==> config.mk <==
export PLATFORM = sky130hd
export DESIGN_NAME = bin_to_bcd
export DESIGN_NICKNAME = d
export VERILOG_FILES = /design/src/rtl/bin_to_bcd_pkg.sv /design/src/rtl/bin_to_bcd_digit_adj.sv /design/src/rtl/bin_to_bcd.sv
export SDC_FILE = /design/constraint.sdc
export NUM_CORES = 1
export LEC_CHECK = 0
export CAP_MARGIN = 20
export CORE_MARGIN = 2
export CORE_UTILIZATION = 40
export CTS_CLUSTER_DIAMETER = 50
export DETAILED_ROUTE_END_ITERATION = 8
export GPL_TIMING_DRIVEN = 0
export PLACE_DENSITY_LB_ADDON = 0.12
export SYNTH_ARGS = -nofsm -noshare
export SYNTH_HDL_FRONTEND = slang
export SYNTH_SLANG_ARGS = --single-unit
==> constraint.sdc <==
create_clock -name clk -period 1.3 [get_ports clk]
set_input_delay 0.13 -clock clk [delete_from_list [all_inputs] [get_ports clk]]
set_output_delay 0.13 -clock clk [all_outputs]
set_load 0.03 [all_outputs]
==> src/rtl/bin_to_bcd_pkg.sv <==
// Shared definitions for the binary-to-BCD converter and the display stage.
//   BCD_DIGIT_W : width of one packed BCD digit
//   state_t     : converter FSM states (encodings kept from the original header)
package bin_to_bcd_pkg;

  localparam int unsigned BCD_DIGIT_W = 4;

  typedef enum logic [1:0] {
    S_IDLE   = 2'd0,
    S_SHIFT  = 2'd1,
    S_FINISH = 2'd2
  } state_t;

endpackage

==> src/rtl/bin_to_bcd_digit_adj.sv <==
// Double-dabble digit correction: a BCD digit of 5 or more gets +3 so that
// the following left shift carries correctly into the next decimal digit.
//   digit_in  : 4-bit BCD digit before correction
//   digit_out : corrected digit
module bcd_digit_adj
  import bin_to_bcd_pkg::*;
(
  input  logic [BCD_DIGIT_W-1:0] digit_in,
  output logic [BCD_DIGIT_W-1:0] digit_out
);

  always_comb begin
    digit_out = digit_in;
    if (digit_in >= 4'd5) digit_out = digit_in + 4'd3;
  end

endmodule

==> src/rtl/bin_to_bcd.sv <==
// Iterative double-dabble converter, one bit per clock, feeding the 4-digit
// seven-segment display. The result is held between conversions.
//   clk    : system clock, rising edge
//   rst_n  : asynchronous active-low reset
//   start  : request conversion of bin (ignored while busy)
//   bin    : unsigned binary input, captured on accepted start
//   busy   : conversion in progress
//   done   : one-cycle pulse when number has just been updated
//   number : packed BCD result, MS digit in the top nibble
//   ovf    : saturation flag (present only with BIN_TO_BCD_SAT_EN)
// Build option BIN_TO_BCD_SAT_EN: saturate number to all 9s and raise ovf when
// the result needs more than DIGITS digits; otherwise the top digit is dropped.
module bin_to_bcd
  import bin_to_bcd_pkg::*;
#(
  parameter int unsigned IN_WIDTH = 16,
  parameter int unsigned DIGITS   = 4
) (
  input  logic                          clk,
  input  logic                          rst_n,
  input  logic                          start,
  input  logic [IN_WIDTH-1:0]           bin,
  output logic                          busy,
  output logic                          done,
`ifdef BIN_TO_BCD_SAT_EN
  output logic [BCD_DIGIT_W*DIGITS-1:0] number,
  output logic                          ovf
`else
  output logic [BCD_DIGIT_W*DIGITS-1:0] number
`endif
);

  // Scratch carries one extra digit so any 16-bit value fits before truncation.
  localparam int unsigned SW = BCD_DIGIT_W * (DIGITS + 1);
  localparam int unsigned NW = BCD_DIGIT_W * DIGITS;
  localparam int unsigned CW = $clog2(IN_WIDTH + 1);
  localparam logic [CW-1:0] LAST = CW'(IN_WIDTH - 1);

  state_t              state, state_nxt;
  logic [IN_WIDTH-1:0] shreg;
  logic [SW-1:0]       scratch;
  logic [SW-1:0]       adj;
  logic [CW-1:0]       count;

  for (genvar g = 0; g < DIGITS + 1; g++) begin : g_adj
    bcd_digit_adj u_adj (
      .digit_in  (scratch[g*BCD_DIGIT_W +: BCD_DIGIT_W]),
      .digit_out (adj[g*BCD_DIGIT_W +: BCD_DIGIT_W])
    );
  end

  assign busy = (state != S_IDLE);

  always_ff @(posedge clk or negedge rst_n) begin
    if (!rst_n) state <= S_IDLE;
    else        state <= state_nxt;
  end

  always_comb begin
    state_nxt = state;
    case (state)
      S_IDLE:   if (start) state_nxt = S_SHIFT;
      S_SHIFT:  if (count == LAST) state_nxt = S_FINISH;
      S_FINISH: state_nxt = S_IDLE;
      default:  state_nxt = S_IDLE;
    endcase
  end

  always_ff @(posedge clk or negedge rst_n) begin
    if (!rst_n) begin
      shreg   <= '0;
      scratch <= '0;
      count   <= '0;
      number  <= '0;
      done    <= 1'b0;
`ifdef BIN_TO_BCD_SAT_EN
      ovf     <= 1'b0;
`endif
    end else begin
      done <= 1'b0;
      case (state)
        S_IDLE: begin
          if (start) begin
            shreg   <= bin;
            scratch <= '0;
            count   <= '0;
          end
        end
        S_SHIFT: begin
          {scratch, shreg} <= {adj, shreg} << 1;
          count            <= count + 1'b1;
        end
        S_FINISH: begin
          done <= 1'b1;
`ifdef BIN_TO_BCD_SAT_EN
          if (scratch[SW-1 -: BCD_DIGIT_W] != '0) begin
            number <= {DIGITS{4'h9}};
            ovf    <= 1'b1;
          end else begin
            number <= scratch[NW-1:0];
            ovf    <= 1'b0;
          end
`else
          number <= scratch[NW-1:0];
`endif
        end
        default: ;
      endcase
    end
  end

endmodule

======== Yosys cells after proc, flatten, opt, wreduce, memory -nomap -nowiden ========
Index checks and enable logic that the tools add are counted.
operators by class
  reduce and logical (&&, ||, !) cells .... 5
  add/subtract/negate cells ............... 6
  eq/ne operators ......................... 5
  order comparisons ....................... 5
  muxes and demuxes ....................... 15
operators with widths
  cell                                                                                  count
  20-bit one-hot mux with 2 select lines                                                1
  16-bit one-hot mux with 2 select lines                                                1
  4-bit by 3-bit greater-or-equal comparator with 1-bit output (second input constant)  5
  20-bit 2-to-1 mux                                                                     1
  4-bit by 2-bit adder with 4-bit output (second input constant)                        4
  16-bit 2-to-1 mux                                                                     1
  4-bit 2-to-1 mux                                                                      4
  5-bit one-hot mux with 2 select lines                                                 1
  5-bit by 1-bit adder with 5-bit output (second input constant)                        1
  5-bit by 4-bit == test with 1-bit output (second input constant)                      1
  5-bit 2-to-1 mux                                                                      1
  2-bit 2-to-1 mux                                                                      2
  2-bit != test (second input constant)                                                 2
  2-bit one-hot mux with 2 select lines                                                 1
  2-bit AND reduction                                                                   2
  2-bit nonzero test                                                                    2
  3-bit by 2-bit adder with 3-bit output (second input constant)                        1
  3-bit 2-to-1 mux                                                                      1
  2-bit by 1-bit == test with 1-bit output (second input constant)                      1
  2-bit == test (second input constant)                                                 1
  2-bit logical NOT                                                                     1
  1-bit 2-to-1 mux                                                                      1
word-level totals
  word-level logic and storage cells ...... 42
  bits of input ports ..................... 19
  output and inout port bits .............. 18
  register bits after elaboration ......... 60

======== Logic depth before layout (Yosys ltp) ========
Gate-level depths: netlist of run 1.
  word-level depth ........................ 3
  depth in mapped cells ................... 6

======== Modules after synthesis ========
A second synthesis of run 1 with hierarchy kept.
second synthesis, totals
  cells, all modules ...................... 255
  area total of the unflattened synthesis .. 2741.4 µm²
by module, submodules not included
  module         cells an instance  area each (µm²)  times used
  bin_to_bcd     191                2336.0           1
  bcd_digit_adj  16                 101.3            4

======== Worst setup path before layout of run 1 ========
Ideal clock, no wire load.
  path kind ............................... flip-flop to flip-flop
  start ................................... reg scratch[8]
  end ..................................... reg scratch[9]
  data required time ...................... 1161 ps
  arrival ................................. 1156 ps
  setup slack ............................. 5 ps
  stages on the path, launching flop included .. 6
  clock period less this slack ............ 1295 ps
  path through ............................ dfrtp_1 > inv_1 > ha_1 > nor2b_1 > o21a_1 > o221ai_1
on the way
  word-level cells in the longest chain between the ends .. 3
  elaborated cells between the ends (all ways) .. 4
  classes of those cells .................. add/sub (1); order compare (1); mux (2)
ends and longest elaborated chain
  what                                                                                                                           line                        RTL
  from (decl)                                                                                                                    bin_to_bcd.sv:41            logic [SW-1:0] scratch;
  from (signal assigned)                                                                                                         bin_to_bcd.sv:90            {scratch, shreg} <= {adj, shreg} << 1;
  4-bit by 2-bit adder with 4-bit output / 4-bit by 3-bit greater-or-equal comparator with 1-bit output (equally long branches)  bin_to_bcd_digit_adj.sv:14  if (digit_in >= 4'd5) digit_out = digit_in + 4'd3;
  4-bit 2-to-1 mux (*)                                                                                                           bin_to_bcd_digit_adj.sv:14
  20-bit one-hot mux with 2 select lines (*)                                                                                     bin_to_bcd.sv:81            case (state)
Mark *: on every way between the ends. The rest lies on a longest branch, timed or not.
A chain may end at the register's enable or synchronous reset.

======== Worst setup path after layout of run 1 ========
  start ................................... reg state[1]
  end ..................................... out busy
on the way
  word-level cells in the longest chain between the ends .. 1
ends and longest elaborated chain
  what                    line              RTL
  from (decl)             bin_to_bcd.sv:39  state_t state, state_nxt;
  from (signal assigned)  bin_to_bcd.sv:56  else state <= state_nxt;
  2-bit nonzero test      bin_to_bcd.sv:52  assign busy = (state != S_IDLE);
  to (decl)               bin_to_bcd.sv:23  output logic busy,
No other way between the ends.

==> insert_results.sql, run 1 <==
INSERT INTO impl_metrics (metric_group, metric, value, unit) VALUES
('status', 'status', 'complete, but fails checks', ''),
('status', 'violations_in_the_final_reports', 'negative setup slack', ''),
('timing', 'layout_setup_ws', '-154', 'ps'),
('power_and_ir_drop', 'pwr-share-clk', '0.110', ''),
('power_and_ir_drop', 'power_per_cell_area', '2260', 'nW/um^2'),
('timing', 'highest_attainable_clock_frequency', '0.688', 'GHz'),
('timing', 'maxSlewViolCount', '0', ''),
('drt', 'drc_errors', '0', ''),
('timing', 'rsz0062_at_grt', 'true', ''),
('timing', 'tns', '-817', 'ps'),
('drt', 'drtAntennaViolNets', '0', ''),
('timing', 'finalSetupViolations', '16', ''),
('synthesis', 'cell_taking_the_most_area_after_synthesis', 'sky130_fd_sc_hd__dfrtp_1', ''),
('timing', 'period_share', '1.12', ''),
('synthesis', 'asyncSetResetFlopFracSynth', '1.00', ''),
('floorplanning', 'die-area', '7540', 'sq um'),
('drt', 'dr.first_iter.drc_count', '42', ''),
('critical_path', 'critical_path_peak_fanout', '10', ''),
('layout', 'leading_cell_type_in_the_layout_fill_and_taps_excluded', 'sky130_fd_sc_hd__dfrtp_1', ''),
('critical_path', 'critical_path_arrival', '1320', 'ps'),
('drt', 'drt-vias-per-instance', '5.21', ''),
('drt', 'detail_route.first_pass.iterations', '4', ''),
('synthesis', 'synth_top_cells_by_area', 'sky130_fd_sc_hd__dfrtp_1, sky130_fd_sc_hd__o21ai_0, sky130_fd_sc_hd__nand2_1, sky130_fd_sc_hd__ha_1, sky130_fd_sc_hd__and3b_1', ''),
('layout', 'final_cell_mix', 'sky130_fd_sc_hd__dfrtp_1, sky130_fd_sc_hd__nand2_1, sky130_fd_sc_hd__buf_4', ''),
('global_routing', 'grt_pass1_vias', '2140', ''),
('synthesis', 'synth_cell_type_count', '40', ''),
('power_and_ir_drop', 'internal-power', '5.38', 'mW'),
('floorplanning', 'die_x', '86.8', 'um'),
('synthesis', 'synth_top_family_by_area', 'compound AO/OA/AOI/OAI gates', ''),
('power_and_ir_drop', 'sequentialPowerShare', '0.317', ''),
('floorplanning', 'num_io_pins', '37', ''),
('layout', 'post_route_cells_drive_above_1_share', '0.302', ''),
('synthesis', 'synth-simple-area-share', '0.142', ''),
('min_path', 'worst_hold_path_type', 'in -> async', ''),
('power_and_ir_drop', 'p_sw', '3.38', 'mW'),
('placement', 'post-place-cells', '388', ''),
('drt', 'drt_wl_total', '6.56', 'mm'),
('synthesis', 'proportion_of_synthesized_area_in_mux_cells', '0.00410', ''),
('synthesis', 'post_synth_fa_ha_maj_area_fraction', '0.0456', ''),
('floorplanning', 'fp-row-count', '30', ''),
('layout', 'fillers', '629', ''),
('synthesis', 'ys_seq_elements', '56', ''),
('drt', 'routedWlPerCell', '15.2', 'um'),
('clock_network', 'cts_made_buffers', '5', ''),
('timing', 'min_tclk_post_route', '1450', 'ps'),
('power_and_ir_drop', 'switching_power_share_of_the_total', '0.386', ''),
('critical_path', 'type_of_origin_of_the_critical_path', 'register', ''),
('clock_network', 'clkTransAtPathRegs', '100', 'ps'),
('global_routing', 'grt_first_pass_wirelength', '10.5', 'mm'),
('layout', 'syn2layout_area_growth', '41.0', '%'),
('global_routing', 'grt_usage', '0.178', ''),
('clock_network', 'tritoncts_num_sinks', '56', ''),
('layout', 'finish.instance_area', '3870', 'sq um'),
('placement', 'portBuffers', '36', ''),
('layout', 'seqCellArea', '1400', 'sq um'),
('global_routing', 'grt_antenna_before_repair', '0', ''),
('synthesis', 'synth_area_per_cell', '10.1', 'sq um'),
('clock_network', 'cts_tree', 'done', ''),
('timing', 'count_of_final_hold_check_violations', '0', ''),
('floorplanning', 'core_area', '6720', 'sq um'),
('critical_path', 'end_kind', 'output port', ''),
('layout', 'insertedDiodeCount', '0', ''),
('synthesis', 'synth.net_count', '300', ''),
('drt', 'num_vias', '2247', ''),
('synthesis', 'netlist.area_leader.share', '0.510', ''),
('power_and_ir_drop', 'vdd_drop_max', '0.725', 'mV'),
('synthesis', 'synthesis.area', '2750', 'sq um'),
('clock_network', 'root_buffer', 'sky130_fd_sc_hd__clkbuf_8', ''),
('clock_network', 'worst_skew_pair.late_latency', '320', 'ps'),
('layout', 'finish.net_count', '379', ''),
('timing', 'skew', '11.2', 'ps');
## Yosys cell counts, types with 2 or more instances
cell,count
sky130_fd_sc_hd__a21oi_1,14
sky130_fd_sc_hd__a22o_1,2
sky130_fd_sc_hd__a22oi_1,2
sky130_fd_sc_hd__a32o_1,4
sky130_fd_sc_hd__and3b_1,13
sky130_fd_sc_hd__buf_2,5
sky130_fd_sc_hd__buf_4,2
sky130_fd_sc_hd__buf_6,3
sky130_fd_sc_hd__clkbuf_1,5
sky130_fd_sc_hd__dfrtp_1,56
sky130_fd_sc_hd__ha_1,10
sky130_fd_sc_hd__inv_1,19
sky130_fd_sc_hd__nand2_1,43
sky130_fd_sc_hd__nand2b_1,6
sky130_fd_sc_hd__nor2b_1,5
sky130_fd_sc_hd__o2111ai_1,5
sky130_fd_sc_hd__o2111ai_2,3
sky130_fd_sc_hd__o211ai_1,4
sky130_fd_sc_hd__o21a_1,4
sky130_fd_sc_hd__o21ai_0,37
sky130_fd_sc_hd__o221ai_1,3
sky130_fd_sc_hd__o31ai_1,4
sky130_fd_sc_hd__o32ai_1,3
sky130_fd_sc_hd__xnor2_1,3
## critical path, cell delays in order, from the launching register on
cell,delay (ps)
sky130_fd_sc_hd__dfrtp_2,460
sky130_fd_sc_hd__buf_4,190
sky130_fd_sc_hd__or2_4,230
sky130_fd_sc_hd__buf_6,140
## metal layers
metal	up-vias	GRT usage	routed length (um)
li1	1116	-	-
met1	1087	0.232	3000
met2	40	0.303	3310
met3	4	0.0314	179
met4	0	0.0526	74
met5	-	0	0
## cell type report
| type | count | share of cell area |
|---|---|---|
| well taps | 80 | 0.0259 |
| clock buffers | 5 | 0.0178 |
| plain buffers | 14 | 0.0359 |
| clock inverters | 3 | 0.00485 |
| flip-flops and latches | 56 | 0.362 |
| inverters | 19 | 0.0184 |
| repair buffers | 74 | 0.183 |
| multi-input cells | 180 | 0.352 |
## stage by stage
step,util,setup WS [ps]
2_1_floorplan,-,4.74
3_3_place_gp,0.477,-1740
3_5_place_dp,0.479,-557
4_1_cts,0.541,-234
5_1_grt,0.576,-203
6_report,0.576,-154
## power by group through the flow
stage | clock network, mW | registers (mW) | logic (mW)
floorplan | 0 | 2.93 | 2.33
global placement | 0 | 2.79 | 3.38
detailed placement | 0 | 2.79 | 3.45
CTS | 0.990 | 2.73 | 4.34
global route | 1.06 | 2.86 | 5.51
finish | 0.966 | 2.78 | 5.01
## timing repair
| action | in CTS | in global routing |
|---|---|---|
| resized for setup | 72 | 49 |
| gates cloned | 1 | 4 |
| hold buffers | 1 | 0 |
| buffers inserted | 22 | 9 |
| endpoints found under the setup margin | 62 | 55 |
| pin swaps | 10 | 9 |
| endpoints found under the hold margin | 24 | 0 |
## worst paths after layout
path                            from           to  slack (ps)  cells past startpoint
min                            rst_n   scratch[1]         360                      2
max in group asynchronous      rst_n     state[1]         360                      3
min reg2reg                number[8]    number[8]         480                      2
max                         state[1]         busy        -150                      3
min in group clk           number[8]    number[8]         480                      2
max reg2reg                 state[0]  scratch[13]        -140                      6
## flip-flops by register name (all words and copies together), names as in the netlist
register	cells
shreg	16
state	2
number	16
count	5
done	1
scratch	16
## cells by family (layout without fill, tap and decap cells)
logic type               count (synthesis)  after routing
AND/OR/NAND/NOR                         74             74
multiplexers                             1              1
AO/OA/AOI/OAI                           92             92
XOR/XNOR                                 3              3
adder cells (fa/ha/maj)                 10             10
buffers and inverters                   35            115
flip-flops                              56             56
(Power assumes the default switching activity.)
==> run 2, diff against run 1 <==
--- a/config.mk
+++ b/config.mk
@@ -5,7 +5,6 @@
 export SDC_FILE = /design/constraint.sdc
 export NUM_CORES = 1
 export LEC_CHECK = 0
-export CAP_MARGIN = 20
 export CORE_MARGIN = 2
 export CORE_UTILIZATION = 40
 export CTS_CLUSTER_DIAMETER = 50
==> run 2 against run 1 <==
Compared with the run above: the run still ends with negative setup slack left; combinational power hardly changed; fmax unchanged; final cell count unchanged; wire length stayed put; sequential share of layout area did not move; worst setup slack unchanged; highest routed layer unchanged.
==> insert_results.sql, run 2 (same netlist as run 1, synthesis figures left out) <==
INSERT INTO impl_metrics (metric_group, metric, value, unit) VALUES
('critical_path', 'critical_path_arrival', '1320', 'ps'),
('power_and_ir_drop', 'total_power', '8.76', 'mW'),
('global_routing', 'grt_usage', '0.178', ''),
('timing', 'tns', '-817', 'ps'),
('timing', 'rsz0062_at_grt', 'true', ''),
('critical_path', 'crit_type', 'reg -> out', ''),
('clock_network', 'cts_tree', 'done', ''),
('global_routing', 'grt_pass1_vias', '2140', ''),
('drt', 'dr.first_iter.drc_count', '42', ''),
('timing', 'layout_setup_ws', '-154', 'ps'),
('floorplanning', 'num_io_pins', '37', ''),
('clock_network', 'cts_made_buffers', '5', ''),
('floorplanning', 'start_util', '0.409', ''),
('timing', 'maxSlewViolCount', '0', ''),
('floorplanning', 'fp-row-count', '30', ''),
('placement', 'portBuffers', '36', ''),
('global_routing', 'grt_antenna_before_repair', '0', ''),
('clock_network', 'clkTransAtPathRegs', '100', 'ps'),
('clock_network', 'root_buffer', 'sky130_fd_sc_hd__clkbuf_8', ''),
('timing', 'period_share', '1.12', ''),
('critical_path', 'reg2regPathDepth', '6', ''),
('power_and_ir_drop', 'power_per_cell_area', '2260', 'nW/um^2'),
('placement', 'dpl.hpwl', '4.14', 'mm'),
('timing', 'count_of_final_hold_check_violations', '0', ''),
('clock_network', 'max-clock-path-buffers', '2', ''),
('timing', 'min_tclk_post_route', '1450', 'ps'),
('critical_path', 'r2r-end', 'scratch[13]', ''),
('layout', 'finish.instance_area', '3870', 'sq um'),
('critical_path', 'critical_path.reg2reg.startpoint', 'state[0]', ''),
('critical_path', 'critical_path_peak_fanout', '10', ''),
('timing', 'worst_pin_slew', '597', 'ps'),
('global_routing', 'pin_count_of_the_biggest_net_entering_global_routing', '33', ''),
('status', 'status', 'complete, but fails checks', ''),
('drt', 'detail_route.first_pass.iterations', '4', ''),
('clock_network', 'worst_skew_pair.late_latency', '320', 'ps'),
('timing', 'fin_worst_hold_slack', '355', 'ps'),
('clock_network', 'h_tree_lvls', '2', ''),
('clock_network', 'tritoncts_num_sinks', '56', ''),
('timing', 'highest_attainable_clock_frequency', '0.688', 'GHz'),
('drt', 'num_vias', '2247', ''),
('critical_path', 'type_of_origin_of_the_critical_path', 'register', ''),
('drt', 'drt_wl_total', '6.56', 'mm'),
('layout', 'finish.net_count', '379', ''),
('timing', 'finalSetupViolations', '16', ''),
('timing', 'slew-limit-headroom', '0.602', ''),
('run', 'max-cap-violations', '0', ''),
('floorplanning', 'die_x', '86.8', 'um'),
('status', 'violations_in_the_final_reports', 'negative setup slack', ''),
('floorplanning', 'die-area', '7540', 'sq um'),
('drt', 'drtAntennaViolNets', '0', ''),
('layout', 'final_cell_mix', 'sky130_fd_sc_hd__dfrtp_1, sky130_fd_sc_hd__nand2_1, sky130_fd_sc_hd__buf_4', ''),
('global_routing', 'grt_first_pass_wirelength', '10.5', 'mm'),
('critical_path', 'end_kind', 'output port', ''),
('layout', 'post_route_cells_drive_above_1_share', '0.302', ''),
('critical_path', 'regToRegSetupSlack', '-140', 'ps'),
('floorplanning', 'die_height', '86.8', 'um'),
('layout', 'insertedDiodeCount', '0', ''),
('layout', 'syn2layout_area_growth', '41.0', '%'),
('placement', 'gp_congestion', '0.830', ''),
('timing', 'skew', '11.2', 'ps'),
('layout', 'biggestRegsByFlops', 'number x16, scratch x16, shreg x16', ''),
('min_path', 'worst_hold_path_type', 'in -> async', ''),
('power_and_ir_drop', 'vdd_drop_max', '0.725', 'mV'),
('floorplanning', 'core_area', '6720', 'sq um'),
('drt', 'routedWlPerCell', '15.2', 'um'),
('critical_path', 'critical_path_required', '1170', 'ps'),
('global_routing', 'overall_overflow_remaining_after_global_route', '0', ''),
('placement', 'placed_cell_area', '3220', 'sq um'),
('drt', 'drc_errors', '0', ''),
('drt', 'drt-vias-per-instance', '5.21', ''),
('layout', 'leading_cell_type_in_the_layout_fill_and_taps_excluded', 'sky130_fd_sc_hd__dfrtp_1', ''),
('power_and_ir_drop', 'power.static_leakage', '1.88', 'nW');
## run 2: power breakdown
part           leakage [nW]  total, mW  switching, mW  internal [mW]
Sequential            0.737       2.78          0.415           2.36
Combinational          1.10       5.01           2.37           2.64
Clock                0.0479      0.966          0.588          0.378
## run 2: through the flow
stage	std cells	setup slack, ps	utilization
final	431	-154	0.576
after global placement	387	-1740	0.477
after detailed placement	388	-557	0.479
after CTS	419	-234	0.541
after floorplan	271	4.74	-
after global routing	431	-203	0.576
## run 2: final cells by class
type	count	area, sq um
Fill cell	629	2850
Sequential cell	56	1400
Multi-Input combinational cell	180	1360
Timing Repair Buffer	74	707
Buffer	14	139
Tap cell	80	100
Inverter	19	71.3
Clock buffer	5	68.8
Clock inverter	3	18.8
## run 2: how the worst max path moves through the flow
| stage | from | endpoint | slack (ps) | depth (start not counted) |
|---|---|---|---|---|
| global route | state[0] | busy | -200 | 4 |
| finish | state[1] | busy | -150 | 3 |
| CTS | state[0] | busy | -230 | 5 |
| floorplan | scratch[8] | scratch[9] | 5 | 5 |
| detailed placement | state[0] | busy | -560 | 5 |
| global placement | rst_n | shreg[3] | -1740 | 1 |
## run 2: critical path, stage by stage (launching register included)
cell and delay [ps]:
sky130_fd_sc_hd__dfrtp_2 460, sky130_fd_sc_hd__buf_4 190, sky130_fd_sc_hd__or2_4 230, sky130_fd_sc_hd__buf_6 140
## run 2: per-layer routing
layer	vias to the layer above	global-route usage	wire length (um)
met3	4	0.0314	179
met5	-	0	0
li1	1116	-	-
met4	0	0.0526	74
met1	1087	0.232	3000
met2	40	0.303	3310
## run 2: repair_timing
action | in CTS | in global routing
setup endpoints to repair | 62 | 55
resized for setup | 72 | 49
setup buffers | 22 | 9
cloned | 1 | 4
pin swaps | 10 | 9
hold endpoints to repair | 24 | 0
hold buffers | 1 | 0
==> RTL change: new RTL, flow settings as in run 1 <==
Encoding of `state_t`: now one-hot (3 bits for 3 states).
--- a/src/rtl/bin_to_bcd_pkg.sv
+++ b/src/rtl/bin_to_bcd_pkg.sv
@@ -6,8 +6,8 @@
   localparam int unsigned BCD_DIGIT_W = 4;
 
-  typedef enum logic [1:0] {
-    S_IDLE   = 2'd0,
-    S_SHIFT  = 2'd1,
-    S_FINISH = 2'd2
+  typedef enum logic [2:0] {
+    S_IDLE   = 3'b001,
+    S_SHIFT  = 3'b010,
+    S_FINISH = 3'b100
   } state_t;
 
Formal check against the unedited RTL: no difference found for any inputs over 10 cycles, from zero or initial values and one cycle with rst_n low; not proved beyond that.
==> RTL change against run 1 <==
First-iteration DRC count increased by 26%. The flow still finishes with violations (setup timing). Clock skew fell by 0.0085 ns. Routed wire length is 13% lower. Design area down 1.2%. Largest cell class unchanged. Setup slack got worse by 0.11 ns. Synthesized area down 2.0%. Highest routed layer unchanged. Sequential cell count grew 1. Cell count is 11% lower.
Power is not compared: it rests on default switching activity, and its combinational part moved more than twofold at a synthesized area within 25%.
==> RTL change: results (changes against run 1) <==
HPWL after detailed placement=3440 microns (-17%); routing usage on met2=28.0% (-2.3 points); DR vias/cell=4.99 (-4.2%); first-pass GRT wire length=9540 microns (-9.1%); Netlist cell types=33 (-18%); final worst slack=-0.267 ns (-0.112 ns); status=finished with violations; setup slack after placement=-0.492 ns (+0.0649 ns); Reg clk slew, reported paths=0.06 ns (-0.04 ns); sequential fraction of the synthesis area=53.0% (+2.0 points); nets=332 (-12%); top post-synthesis cells by area=dfrtp_1 52%, mux2i_1 7.4%, mux2_2 6.7%; fill count=547 (-13%); Routed Wire Length=5710 microns (-13%); CP Max Fanout=5 (-5); Tightest Pin Transition=0.674 ns (+0.0777 ns); final clock skew=0.00270 ns (-0.00847 ns); syn_nets=258 (-14%); # setup viols final=56 (+40); FF-to-FF path depth=7 (+1); failing checks=setup timing; CTS HTree Levels=3 (+1); Iter 0 DRT Violations=53 (+26%); Area after DPL=3210 sq um (-0.35%); met1 Use GR=21.5% (-1.7 points); gp weighted congestion=0.739 (-11%); worst endpoint data arrival time=1.44 ns (+0.12 ns); Crit-path slowest cell=dfstp_2; most frequent cells after synthesis=56 x dfrtp_1, 30 x nand2_1, 22 x o21ai_0, 20 x mux2i_1, 16 x mux2_2
-- RTL change: changes by cell type after synthesis, sizes merged, moves of 5 or more --
cell,delta
mux2i,+20
mux2,+15
and3b,-13
nand2,-13
a21oi,-10
inv,-10
o2111ai,-8
o21ai,-8
clkbuf,-6
nor2b,-5
-- RTL change: power by group through the flow --
| stage | clock network, uW | logic (uW) | registers, uW |
|---|---|---|---|
| final | 1620 | 2050 | 2340 |
| after global routing | 1750 | 2220 | 2380 |
| after CTS | 1660 | 2040 | 2350 |
| after detailed placement | 0 | 1480 | 2380 |
| after global placement | 0 | 1450 | 2380 |
| after floorplan | 0 | 1090 | 2320 |
-- RTL change: metrics by stage --
step                      setup TNS (ns)  hold WS (ns)  instances
after floorplan                    -4.12        -0.166        229
after global placement           -114.15         0.472        342
after detailed placement          -12.01         0.211        343
after CTS                          -7.57         0.394        381
after global routing               -9.28         0.422        385
final                              -6.60         0.369        385
-- RTL change: path summary, 6_finish.rpt --
check,startpoint,slack (ns),to
min in group clk,bin[0],0.42,shreg[0]
max in group asynchronous,rst_n,0.27,state[0]
setup reg to reg,state[0],-0.18,scratch[1]
hold / removal,rst_n,0.37,number[9]
setup / recovery,state[0],-0.27,busy
hold reg to reg,shreg[7],0.48,shreg[8]
-- RTL change: what timing repair did --
action / in CTS / in global routing
hold buffers: 1 / 0
pin swaps: 9 / 8
gates cloned: 5 / 0
resized for setup: 71 / 15
buffers inserted: 16 / 4
setup endpoints to repair: 74 / 57
endpoints found under the hold margin: 28 / 0
-- RTL change: layer usage --
layer / wire (microns) / up-vias
li1: - / 947
met1: 2550 / 928
met2: 2800 / 42
met3: 303 / 6
met4: 59 / 0
met5: 0 / -
-- RTL change: area by class of cell --
cell class	count	area, sq um	area share (%)
buffer	11	133	3.47
sequential	57	1430	37.4
inverter	9	33.8	0.884
clock buffer	13	149	3.90
tap	77	96.3	2.52
timing repair buffer	63	644	16.9
multi-input combinational	152	1290	33.9
clock inverter	3	40.0	1.05
-- RTL change: logic make-up (layout without fill, tap and decap cells) --
| family | count (synthesis) | in the layout | synth area share [%] |
|---|---|---|---|
| AOI/OAI and AO/OA | 44 | 44 | 9.90 |
| xor gates and xnor gates | 8 | 8 | 2.60 |
| buffers and inverters | 20 | 99 | 4.93 |
| adders and majority gates | 10 | 10 | 4.65 |
| muxes | 36 | 36 | 14.1 |
| DFF | 57 | 57 | 53.0 |
| and+or+nand+nor | 54 | 54 | 10.7 |
